## src/rtl/button_peripheral_if.sv

```systemverilog
// +----------------------------------------------------------------------------+
// | button_peripheral_if : processor data-bus slave port for button_peripheral |
// | Revision 1.0                                                               |
// +----------------------------------------------------------------------------+
`default_nettype none

interface button_peripheral_if;
  logic        rd_en_i;
  logic        wr_en_i;
  logic [31:0] addr_i;
  logic [31:0] data_i;
  logic [31:0] data_o;

  modport master (output rd_en_i, output wr_en_i, output addr_i, output data_i, input data_o);
  modport slave  (input rd_en_i, input wr_en_i, input addr_i, input data_i, output data_o);
endinterface

`default_nettype wire

```

## src/rtl/button_peripheral.sv

```systemverilog
// +----------------------------------------------------------------------------+
// | button_peripheral : synchronized, debounced button inputs with sticky edge |
// | flags and maskable IRQ; optional FALL register under FALLING_EDGE_EN.      |
// | Revision 1.0                                                               |
// +----------------------------------------------------------------------------+
`default_nettype none

module button_peripheral #(
  parameter int N_INPUTS        = 8,
  parameter int DEBOUNCE_CYCLES = 1000
) (
  input  wire logic                clk,
  input  wire logic                rst_n,
  button_peripheral_if.slave       bus,
  input  wire logic [N_INPUTS-1:0] btn_i,
  output logic                     irq_o
);

  localparam int                CNT_W = $clog2(DEBOUNCE_CYCLES + 1);
  localparam logic [CNT_W-1:0]  TERM  = CNT_W'(DEBOUNCE_CYCLES - 1);

  localparam logic [4:0] OFF_STATE = 5'h00;
  localparam logic [4:0] OFF_RISE  = 5'h04;
  localparam logic [4:0] OFF_IRQEN = 5'h08;
  localparam logic [4:0] OFF_RAW   = 5'h0C;
  localparam logic [4:0] OFF_FALL  = 5'h10;

  logic [N_INPUTS-1:0] sync1;
  logic [N_INPUTS-1:0] raw;
  logic [N_INPUTS-1:0] state;
  logic [N_INPUTS-1:0] rise;
  logic [N_INPUTS-1:0] irqen;
  logic [N_INPUTS-1:0] accept;
  logic [N_INPUTS-1:0] pending;
  logic [4:0]          offset;
  logic [N_INPUTS-1:0] wdata;
  logic                unused_bits;

  assign offset      = bus.addr_i[4:0];
  assign wdata       = bus.data_i[N_INPUTS-1:0];
  assign unused_bits = ^{bus.addr_i[31:5], bus.data_i};

  always_ff @(posedge clk or negedge rst_n) begin
    if (!rst_n) begin
      sync1 <= '0;
      raw   <= '0;
    end else begin
      sync1 <= btn_i;
      raw   <= sync1;
    end
  end

  // accept[i] marks the edge on which input i's debounced level flips.
  for (genvar i = 0; i < N_INPUTS; i++) begin : g_debounce
    logic [CNT_W-1:0] cnt;

    assign accept[i] = (raw[i] != state[i]) && (cnt == TERM);

    always_ff @(posedge clk or negedge rst_n) begin
      if (!rst_n) begin
        cnt <= '0;
      end else if ((raw[i] == state[i]) || accept[i]) begin
        cnt <= '0;
      end else begin
        cnt <= cnt + CNT_W'(1);
      end
    end
  end

  // Edge sets are OR-ed in after the W1C mask so a coincident event survives.
  always_ff @(posedge clk or negedge rst_n) begin
    if (!rst_n) begin
      state <= '0;
      rise  <= '0;
      irqen <= '0;
    end else begin
      state <= state ^ accept;
      rise  <= (rise & ~((bus.wr_en_i && offset == OFF_RISE) ? wdata : '0)) | (accept & ~state);
      if (bus.wr_en_i && offset == OFF_IRQEN) begin
        irqen <= wdata;
      end
    end
  end

`ifdef FALLING_EDGE_EN
  logic [N_INPUTS-1:0] fall;

  always_ff @(posedge clk or negedge rst_n) begin
    if (!rst_n) begin
      fall <= '0;
    end else begin
      fall <= (fall & ~((bus.wr_en_i && offset == OFF_FALL) ? wdata : '0)) | (accept & state);
    end
  end

  assign pending = (rise | fall) & irqen;
`else
  assign pending = rise & irqen;
`endif

  assign irq_o = |pending;

  always_comb begin
    bus.data_o = 32'h0;
    if (bus.rd_en_i) begin
      case (offset)
        OFF_STATE: bus.data_o = 32'(state);
        OFF_RISE:  bus.data_o = 32'(rise);
        OFF_IRQEN: bus.data_o = 32'(irqen);
        OFF_RAW:   bus.data_o = 32'(raw);
`ifdef FALLING_EDGE_EN
        OFF_FALL:  bus.data_o = 32'(fall);
`endif
        default:   bus.data_o = 32'h0;
      endcase
    end
  end

endmodule

`default_nettype wire

```

## src/flat_wrapper.sv

```systemverilog
// flat-port wrapper written by rule: the top's interface ports become plain ports
module button_peripheral_flat 
#(
  parameter int N_INPUTS        = 8,
  parameter int DEBOUNCE_CYCLES = 1000
)
  (clk, rst_n, btn_i, irq_o, bus_rd_en_i, bus_wr_en_i, bus_addr_i, bus_data_i, bus_data_o);
  button_peripheral_if bus_i ();
  input  wire logic clk;
  input  wire logic rst_n;
  input  wire logic [N_INPUTS-1:0] btn_i;
  output logic irq_o;
  input wire logic [$bits(bus_i.rd_en_i)-1:0] bus_rd_en_i;
  input wire logic [$bits(bus_i.wr_en_i)-1:0] bus_wr_en_i;
  input wire logic [$bits(bus_i.addr_i)-1:0] bus_addr_i;
  input wire logic [$bits(bus_i.data_i)-1:0] bus_data_i;
  output wire logic [$bits(bus_i.data_o)-1:0] bus_data_o;
  assign bus_i.rd_en_i = bus_rd_en_i;
  assign bus_i.wr_en_i = bus_wr_en_i;
  assign bus_i.addr_i = bus_addr_i;
  assign bus_i.data_i = bus_data_i;
  assign bus_data_o = bus_i.data_o;
  button_peripheral #(.N_INPUTS(N_INPUTS), .DEBOUNCE_CYCLES(DEBOUNCE_CYCLES)) u_core (.clk(clk), .rst_n(rst_n), .bus(bus_i), .btn_i(btn_i), .irq_o(irq_o));
endmodule
```

## config.mk

```make
export PLATFORM = sky130hd
export DESIGN_NAME = button_peripheral_flat
export DESIGN_NICKNAME = d
export VERILOG_FILES = /design/src/rtl/button_peripheral_if.sv /design/src/rtl/button_peripheral.sv /design/src/flat_wrapper.sv
export SDC_FILE = /design/constraint.sdc
export NUM_CORES = 1
export LEC_CHECK = 0
export BUFFER_PORTS_ARGS = -buffer_cell sky130_fd_sc_hd__buf_2
export CAP_MARGIN = 25
export CORE_MARGIN = 2
export CORE_UTILIZATION = 55
export DETAILED_ROUTE_END_ITERATION = 12
export GPL_TIMING_DRIVEN = 1
export PLACE_DENSITY = 0.79
export SYNTH_ARGS = -nofsm -noshare
export SYNTH_HDL_FRONTEND = slang
export SYNTH_SLANG_ARGS = --single-unit
```

## constraint.sdc

```tcl
create_clock -name clk -period 2.4 [get_ports clk]
set_clock_uncertainty 0.2 [all_clocks]
set_input_delay 0.12 -clock clk [delete_from_list [all_inputs] [get_ports clk]]
set_output_delay 0.12 -clock clk [all_outputs]
set_load 0.02 [all_outputs]
```

==> report_table.html, run 1 <==
<table>
<tr><th>Metric</th><th>Value</th></tr>
<tr><th colspan="2">Pwr</th></tr>
<tr><td>Worst voltage drop across the vdd grid</td><td>0.827 mV</td></tr>
<tr><td>Power per cell area</td><td>727 nW/um2</td></tr>
<tr><td>Cell leakage power</td><td>3.04 nW</td></tr>
<tr><th colspan="2">Detailed routing</th></tr>
<tr><td>Overall via count from detail_route</td><td>4373</td></tr>
<tr><td>DRC Markers</td><td>0</td></tr>
<tr><td>Wire per inst</td><td>15.9 um</td></tr>
<tr><td>Via/cell ratio</td><td>5.80</td></tr>
<tr><td>Wire length after detailed routing</td><td>12.0 mm</td></tr>
<tr><td>Pre-antenna DRT Iters</td><td>5</td></tr>
<tr><td>Initial DRC Count</td><td>314</td></tr>
<tr><td>Final ANT Viol Nets</td><td>0</td></tr>
<tr><th colspan="2">Setup path</th></tr>
<tr><td>Critical path type</td><td>input port to flop</td></tr>
<tr><td>CP Data Required Time</td><td>2600 ps</td></tr>
<tr><td>Arr. time, crit path</td><td>2530 ps</td></tr>
<tr><td>Worst-path maximum fanout</td><td>17</td></tr>
<tr><td>Category of the worst setup path launch point</td><td>input port</td></tr>
<tr><td>Critical Path End Type</td><td>flop</td></tr>
<tr><th colspan="2">Yosys</th></tr>
<tr><td>Cells after Synth</td><td>516</td></tr>
<tr><td>Count of synthesis-stage warnings from yosys</td><td>0</td></tr>
<tr><td>Flops &amp; latches, synth</td><td>120</td></tr>
<tr><td>Most area-consuming cells after synthesis</td><td>dfrtp_1 53%, xor2_1 4.1%, o21ai_0 4.1%</td></tr>
<tr><td>Cell taking the most area after synthesis</td><td>dfrtp_1</td></tr>
<tr><td>Summed instance area of the synthesized netlist</td><td>5710 um2</td></tr>
<tr><td>Number of enable-type register cells in the synthesized netlist</td><td>0</td></tr>
<tr><td>Ranking of synthesized cells by instance count</td><td>120 x dfrtp_1, 47 x o21ai_0, 40 x a21oi_1</td></tr>
<tr><td>Most instantiated flip-flop cell in the synthesis netlist</td><td>dfrtp_1</td></tr>
<tr><td>Unique masters post-synth</td><td>34</td></tr>
<tr><td>Area share of the largest cell type after synthesis</td><td>52.6%</td></tr>
<tr><td>Async S/R FF share, synth</td><td>100%</td></tr>
<tr><td>Per-instance average area after synthesis</td><td>11.1 um2</td></tr>
<tr><td>Most used standard cell by instance count after synthesis</td><td>dfrtp_1</td></tr>
<tr><td>Sequential area share after synthesis</td><td>52.6%</td></tr>
<tr><th colspan="2">Min path</th></tr>
<tr><td>Min-delay worst type</td><td>input port to flop</td></tr>
<tr><th colspan="2">Timing</th></tr>
<tr><td>Number of slew-limit violations in the final report</td><td>0</td></tr>
<tr><td>Highest achievable clock rate</td><td>429 MHz</td></tr>
<tr><td>Period Utilization, post-route</td><td>97.2%</td></tr>
<tr><td>Worst slew margin</td><td>62.8%</td></tr>
<tr><td>Actual transition at the worst max-transition pin</td><td>551 ps</td></tr>
<tr><td>Crit path time final</td><td>2330 ps</td></tr>
<tr><td>RSZ-0062 raised after global routing</td><td>false</td></tr>
<tr><td>Number of setup violations in the final report</td><td>0</td></tr>
<tr><td>Fin Setup TNS</td><td>0 ps</td></tr>
<tr><td>Count of endpoints failing hold in the final timing report</td><td>0</td></tr>
<tr><td>Least setup slack across all paths after layout</td><td>67.4 ps</td></tr>
<tr><th colspan="2">Global routing</th></tr>
<tr><td>Number of global-route vias before repair</td><td>4449</td></tr>
<tr><td>First-pass GRT wire length</td><td>20.8 mm</td></tr>
<tr><td>Pin count of the biggest net entering global routing</td><td>54</td></tr>
<tr><td>Global route overflow</td><td>0</td></tr>
<tr><td>Overall track demand over capacity in global routing</td><td>23.7%</td></tr>
<tr><td>Number of antenna violations at the first check in global routing</td><td>0</td></tr>
<tr><th colspan="2">CTS</th></tr>
<tr><td>Clock sink count</td><td>120</td></tr>
<tr><td>TritonCTS clock tree</td><td>done</td></tr>
<tr><td>Insertion delay to the later sink of the worst-skew pair</td><td>520 ps</td></tr>
<tr><td>Library cell used as clock root buffer</td><td>clkbuf_8</td></tr>
<tr><td>Number of buffers created by CTS</td><td>17</td></tr>
<tr><td>Max H-tree Level</td><td>4</td></tr>
<tr><td>Clock transition at the registers of the reported paths</td><td>60 ps</td></tr>
<tr><td>Maximum clock path buffer count</td><td>2</td></tr>
<tr><th colspan="2">Floorplan</th></tr>
<tr><td>Die H</td><td>106 um</td></tr>
<tr><td>Number of standard-cell rows in the floorplan</td><td>37</td></tr>
<tr><td>Die Area</td><td>11200 um2</td></tr>
<tr><td>Top Ports</td><td>109</td></tr>
<tr><td>Core Area</td><td>10200 um2</td></tr>
<tr><td>Initial standard-cell utilization of the core</td><td>56.0%</td></tr>
<tr><td>Die X</td><td>106 um</td></tr>
<tr><th colspan="2">Job</th></tr>
<tr><td>Number of max-cap violations</td><td>0</td></tr>
<tr><th colspan="2">Finish</th></tr>
<tr><td>Proportion of layout cells with a drive suffix above 1</td><td>17.6%</td></tr>
<tr><td>Layout area overhead</td><td>21.2%</td></tr>
<tr><td>Antenna cells</td><td>0</td></tr>
<tr><td>Net count of the finished layout</td><td>689</td></tr>
<tr><th colspan="2">Placement</th></tr>
<tr><td>Setup WS pre-CTS</td><td>301 ps</td></tr>
<tr><td>Final weighted congestion in routability-driven placement</td><td>0.885</td></tr>
<tr><td>HPWL after detailed placement</td><td>7.80 mm</td></tr>
<tr><td>PortBufs</td><td>33</td></tr>
<tr><th colspan="2">Run status</th></tr>
<tr><td>Outcome</td><td>complete, no violations</td></tr>
</table>
==> state kept, by name, indices dropped and copies added, names as in the netlist, named ones only <==
| signal | flops |
|---|---|
| u_core.g_debounce.cnt | 80 |
| u_core.raw | 8 |
| u_core.irqen | 8 |
| u_core.rise | 8 |
| u_core.sync1 | 8 |
==> layout make-up <==
| class | count | area, um2 |
|---|---|---|
| well taps | 136 | 170 |
| clock buffers | 21 | 439 |
| inverters | 4 | 15.0 |
| multi-input cells | 385 | 2560 |
| clock inverters | 11 | 125 |
| flip-flops and latches | 120 | 3000 |
| fillers | 782 | 3270 |
| repair buffers | 77 | 601 |
==> path summary, 6_finish.rpt <==
kind,from,end,slack [ps],cells past startpoint
max in group asynchronous,rst_n,u_core.sync1[2]$_DFF_PN0_,510,5
min in group asynchronous,rst_n,async pin,510,4
worst max-delay path,bus_addr_i[2],u_core.rise[4]$_DFF_PN0_,70,7
worst min register to register,u_core.sync1[3]$_DFF_PN0_,u_core.raw[3]$_DFF_PN0_,150,0
worst min-delay path,btn_i[0],u_core.sync1[0]$_DFF_PN0_,40,2
worst max register to register,u_core.g_debounce[6].cnt[0]$_DFF_PN0_,flop,340,4
==> cell usage in the layout, fill, tap and decap left out, types with 10 or more instances in the layout <==
cell,n
dfrtp_1,120
o21ai_0,46
a21oi_1,40
or3_1,33
buf_2,32
nand3_1,31
nor2_1,29
dlygate4sd3_1,28
xor2_1,27
conb_1,24
nand2_1,17
nand4_1,16
and3_1,16
clkbuf_16,16
or4_1,15
buf_4,15
o31ai_1,11
nand2b_1,10
==> metal layers <==
| metal | routed length [um] | global-route usage [%] | part of all wire, % | vias to the layer above |
|---|---|---|---|---|
| met2 | 6070 | 38.9 | 51 | 130 |
| met5 | 0 | 0 | 0 | - |
| li1 | - | - | - | 2041 |
| met3 | 628 | 6.86 | 5.2 | 19 |
| met1 | 5090 | 29.9 | 42 | 2183 |
| met4 | 214 | 8.83 | 1.8 | 0 |
==> critical path, stage by stage <==
cell and delay (ps):
dlygate4sd3_1 540, buf_2 390, nand3b_1 130, dlygate4sd3_1 580, o21ai_0 130, dlygate4sd3_1 550
o21ai_0 70
==> metrics by stage <==
stage	instances	area, um2	hold WS, ps	util (%)	power (mW)
3_3_place_gp	693	6040	-149	59.3	2.59
6_report	754	6910	37.1	67.9	5.03
3_5_place_dp	693	6040	-142	59.3	2.61
2_1_floorplan	539	5790	-376	-	2.48
5_1_grt	754	6910	19.7	67.9	5.24
4_1_cts	753	6890	16.3	67.6	5.06
==> logic make-up (layout without fill, tap and decap cells) <==
kind of cell	after synthesis	after routing	synth area share [%]
AO/OA/AOI/OAI	108	108	10.9
flip-flops	120	120	52.6
multiplexers	24	24	6.84
other	1	24	0.0657
adder cells (fa/ha/maj)	8	8	1.75
buffers and inverters	34	113	3.99
AND/OR/NAND/NOR	187	187	18.6
XOR/XNOR	34	34	5.22
==> power breakdown <==
| part | switching [mW] | internal, mW | leakage, nW | total, mW |
|---|---|---|---|---|
| logic | 0.210 | 0.203 | 1.18 | 0.413 |
| clock network | 0.903 | 1.50 | 0.272 | 2.41 |
| registers | 0.0864 | 2.12 | 1.58 | 2.21 |
| total | 1.20 | 3.83 | 3.04 | 5.03 |
==> repair_timing <==
action / CTS / global route
endpoints found under the setup margin: 0 / 1
setup buffers: 0 / 0
hold buffers: 28 / 0
resized for setup: 0 / 1
hold endpoints to repair: 144 / 0
(Power assumes the default switching activity.)
==> run 2, diff against run 1 <==
==> constraint.sdc (replaced) <==
create_clock -name clk -period 2.4 [get_ports clk]
set_clock_uncertainty 0.2 [all_clocks]
set_input_delay 0.36 -clock clk [delete_from_list [all_inputs] [get_ports clk]]
set_output_delay 0.36 -clock clk [all_outputs]
set_load 0.02 [all_outputs]
==> run 2 against run 1 <==
  * Sequential share of layout area is 0.17 points higher
  * Combinational power fell by 4.8%
  * Wire length hardly changed
  * Die area is the same
  * Maximum frequency fell by 0.94%
  * Via count fell by 1.3%
  * Non-clock buffer count is 9 lower
  * Critical path depth shrank 4
  * First-iteration DRC count down 18%
  * Cell area decreased by 0.31%
  * Global-route usage is essentially flat
  * Largest cell class unchanged
  * Largest power group unchanged
  * Highest routed layer unchanged
==> report_table.html, run 2 (synthesis gave the netlist of run 1 again) <==
<table>
<tr><th>Metric</th><th>Value</th></tr>
<tr><th colspan="2">Global routing</th></tr>
<tr><td>Number of antenna violations at the first check in global routing</td><td>0</td></tr>
<tr><td>Number of global-route vias before repair</td><td>4423</td></tr>
<tr><td>Global route overflow</td><td>0</td></tr>
<tr><td>First-pass GRT wire length</td><td>20.7 mm</td></tr>
<tr><td>Pin count of the biggest net entering global routing</td><td>121</td></tr>
<tr><td>Overall track demand over capacity in global routing</td><td>23.7%</td></tr>
<tr><th colspan="2">Floorplan</th></tr>
<tr><td>Top Ports</td><td>109</td></tr>
<tr><td>Die X</td><td>106 um</td></tr>
<tr><td>Number of standard-cell rows in the floorplan</td><td>37</td></tr>
<tr><td>Core Area</td><td>10200 um2</td></tr>
<tr><td>Die H</td><td>106 um</td></tr>
<tr><td>Initial standard-cell utilization of the core</td><td>56.0%</td></tr>
<tr><td>Die Area</td><td>11200 um2</td></tr>
<tr><th colspan="2">Pwr</th></tr>
<tr><td>Worst voltage drop across the vdd grid</td><td>0.635 mV</td></tr>
<tr><td>Total power of the final layout</td><td>5.37 mW</td></tr>
<tr><td>Power per cell area</td><td>779 nW/um2</td></tr>
<tr><td>Cell leakage power</td><td>3.04 nW</td></tr>
<tr><th colspan="2">Timing</th></tr>
<tr><td>Number of slew-limit violations in the final report</td><td>0</td></tr>
<tr><td>Fin Setup TNS</td><td>0 ps</td></tr>
<tr><td>Count of endpoints failing hold in the final timing report</td><td>0</td></tr>
<tr><td>Actual transition at the worst max-transition pin</td><td>653 ps</td></tr>
<tr><td>Number of setup violations in the final report</td><td>0</td></tr>
<tr><td>Highest achievable clock rate</td><td>425 MHz</td></tr>
<tr><td>Crit path time final</td><td>2350 ps</td></tr>
<tr><td>Least setup slack across all paths after layout</td><td>45.2 ps</td></tr>
<tr><td>Period Utilization, post-route</td><td>98.1%</td></tr>
<tr><td>RSZ-0062 raised after global routing</td><td>false</td></tr>
<tr><td>Worst slew margin</td><td>56.5%</td></tr>
<tr><th colspan="2">Detailed routing</th></tr>
<tr><td>Overall via count from detail_route</td><td>4316</td></tr>
<tr><td>Via/cell ratio</td><td>5.79</td></tr>
<tr><td>Final ANT Viol Nets</td><td>0</td></tr>
<tr><td>Initial DRC Count</td><td>258</td></tr>
<tr><td>Wire length after detailed routing</td><td>12.0 mm</td></tr>
<tr><td>DRC Markers</td><td>0</td></tr>
<tr><td>Wire per inst</td><td>16.1 um</td></tr>
<tr><td>Pre-antenna DRT Iters</td><td>4</td></tr>
<tr><th colspan="2">CTS</th></tr>
<tr><td>Library cell used as clock root buffer</td><td>clkbuf_8</td></tr>
<tr><td>TritonCTS clock tree</td><td>done</td></tr>
<tr><td>Insertion delay to the later sink of the worst-skew pair</td><td>530 ps</td></tr>
<tr><td>Max H-tree Level</td><td>4</td></tr>
<tr><td>Maximum clock path buffer count</td><td>2</td></tr>
<tr><td>Clock sink count</td><td>120</td></tr>
<tr><td>Number of buffers created by CTS</td><td>17</td></tr>
<tr><td>Clock transition at the registers of the reported paths</td><td>60 ps</td></tr>
<tr><th colspan="2">Setup path</th></tr>
<tr><td>Source of the critical timing path</td><td>u_core.raw[2]$_DFF_PN0_</td></tr>
<tr><td>Critical Path End Type</td><td>output port</td></tr>
<tr><td>CP max-delay cell</td><td>mux4_2</td></tr>
<tr><td>Total number of cells along the worst setup path</td><td>3</td></tr>
<tr><td>Number of cells traversed by the worst register-to-register path</td><td>4</td></tr>
<tr><td>Cell breakdown of the critical path</td><td>mux4_2, and3_1, buf_2</td></tr>
<tr><td>Category of the worst setup path launch point</td><td>flop</td></tr>
<tr><td>Number of buffers and inverters on the critical path</td><td>1</td></tr>
<tr><td>Critical path type</td><td>flop to output port</td></tr>
<tr><td>Reg2reg setup slack</td><td>420 ps</td></tr>
<tr><td>Worst-path maximum fanout</td><td>4</td></tr>
<tr><td>Critical R2R Launch</td><td>u_core.g_debounce[6].cnt[0]$_DFF_PN0_</td></tr>
<tr><td>Slowest stage delay, CP</td><td>480 ps</td></tr>
<tr><td>Family with the most delay on the worst path</td><td>multiplexers</td></tr>
<tr><td>CP Data Required Time</td><td>1840 ps</td></tr>
<tr><td>Timing endpoint of the critical path</td><td>bus_data_o[2]</td></tr>
<tr><td>Arr. time, crit path</td><td>1790 ps</td></tr>
<tr><th colspan="2">Min path</th></tr>
<tr><td>Min-delay worst type</td><td>flop to flop</td></tr>
<tr><th colspan="2">Finish</th></tr>
<tr><td>Layout area overhead</td><td>20.8%</td></tr>
<tr><td>Proportion of layout cells with a drive suffix above 1</td><td>19.2%</td></tr>
<tr><td>Reg with most FFs</td><td>u_core.g_debounce.cnt</td></tr>
<tr><td>Number of filler instances in the final layout</td><td>777</td></tr>
<tr><td>Final core utilization</td><td>67.7%</td></tr>
<tr><td>Most common library cell in the layout ignoring fill and taps</td><td>dfrtp_1</td></tr>
<tr><td>Final cell area excluding filler cells</td><td>6890 um2</td></tr>
<tr><td>Flip-flop count of the largest register after layout</td><td>80</td></tr>
<tr><td>Commonest cells after routing, fill and taps aside</td><td>118 x dfrtp_1, 47 x o21ai_0, 40 x a21oi_1, 33 x or3_1</td></tr>
<tr><td>Net count of the finished layout</td><td>680</td></tr>
<tr><td>Antenna cells</td><td>0</td></tr>
<tr><th colspan="2">Job</th></tr>
<tr><td>Number of max-cap violations</td><td>0</td></tr>
<tr><th colspan="2">Placement</th></tr>
<tr><td>HPWL after detailed placement</td><td>7.87 mm</td></tr>
<tr><td>Setup WS pre-CTS</td><td>155 ps</td></tr>
<tr><td>Area after detailed placement</td><td>6030 um2</td></tr>
<tr><td>Final weighted congestion in routability-driven placement</td><td>0.861</td></tr>
<tr><td>PortBufs</td><td>33</td></tr>
<tr><th colspan="2">Run status</th></tr>
<tr><td>Outcome</td><td>complete, no violations</td></tr>
</table>
run 2: cell count changes in the layout (fill, tap and decap cells not counted), sizes merged:
cell,before,now
clkbuf,21,18
clkinvlp,2,1
bufinv,2,5
dlygate4sd3,28,17
inv,4,6
clkinv,7,6
buf,49,51
run 2: through the flow:
step | std cells | hold WS (ps)
final | 745 | 154
after global routing | 745 | 158
after CTS | 742 | 152
after detailed placement | 692 | 139
after global placement | 692 | 134
after floorplan | 539 | -136
run 2: area by class of cell:
type | instances | area (um2) | share of cell area [%]
flip-flops and latches | 120 | 3010 | 43.6
inverters | 4 | 15.0 | 0.218
clock buffers | 18 | 428 | 6.21
well taps | 136 | 170 | 2.47
multi-input cells | 385 | 2570 | 37.2
repair buffers | 68 | 488 | 7.08
clock inverters | 14 | 220 | 3.19
run 2: how the worst min path moves through the flow:
stage | start | to | slack (ps) | depth (start not counted)
6_report | u_core.sync1[1]$_DFF_PN0_ | u_core.raw[1]$_DFF_PN0_ | 150 | 0
5_1_grt | u_core.sync1[1]$_DFF_PN0_ | u_core.raw[1]$_DFF_PN0_ | 160 | 0
2_1_floorplan | rst_n | async pin | -140 | 0
4_1_cts | u_core.sync1[1]$_DFF_PN0_ | u_core.raw[1]$_DFF_PN0_ | 150 | 0
3_5_place_dp | u_core.sync1[1]$_DFF_PN0_ | u_core.raw[1]$_DFF_PN0_ | 140 | 0
3_3_place_gp | u_core.sync1[6]$_DFF_PN0_ | u_core.raw[6]$_DFF_PN0_ | 130 | 0
run 2: power breakdown:
part	switching [mW]	internal [mW]
Clock	0.941	1.83
Combinational	0.205	0.188
Sequential	0.0870	2.12
Total	1.23	4.14
run 2: what timing repair did:
item | in CTS | in global routing
hold buffers | 17 | 0
setup endpoints to repair | 1 | 4
buffers inserted | 1 | 3
gates resized for setup | 1 | 4
endpoints found under the hold margin | 142 | 0
run 2: metal layers:
layer	GRT usage, %	vias to the layer above	routed length, um
li1	-	2033	-
met1	28.7	2180	5080
met2	40.0	80	6200
met3	6.93	23	490
met4	9.21	0	225
met5	0	-	0
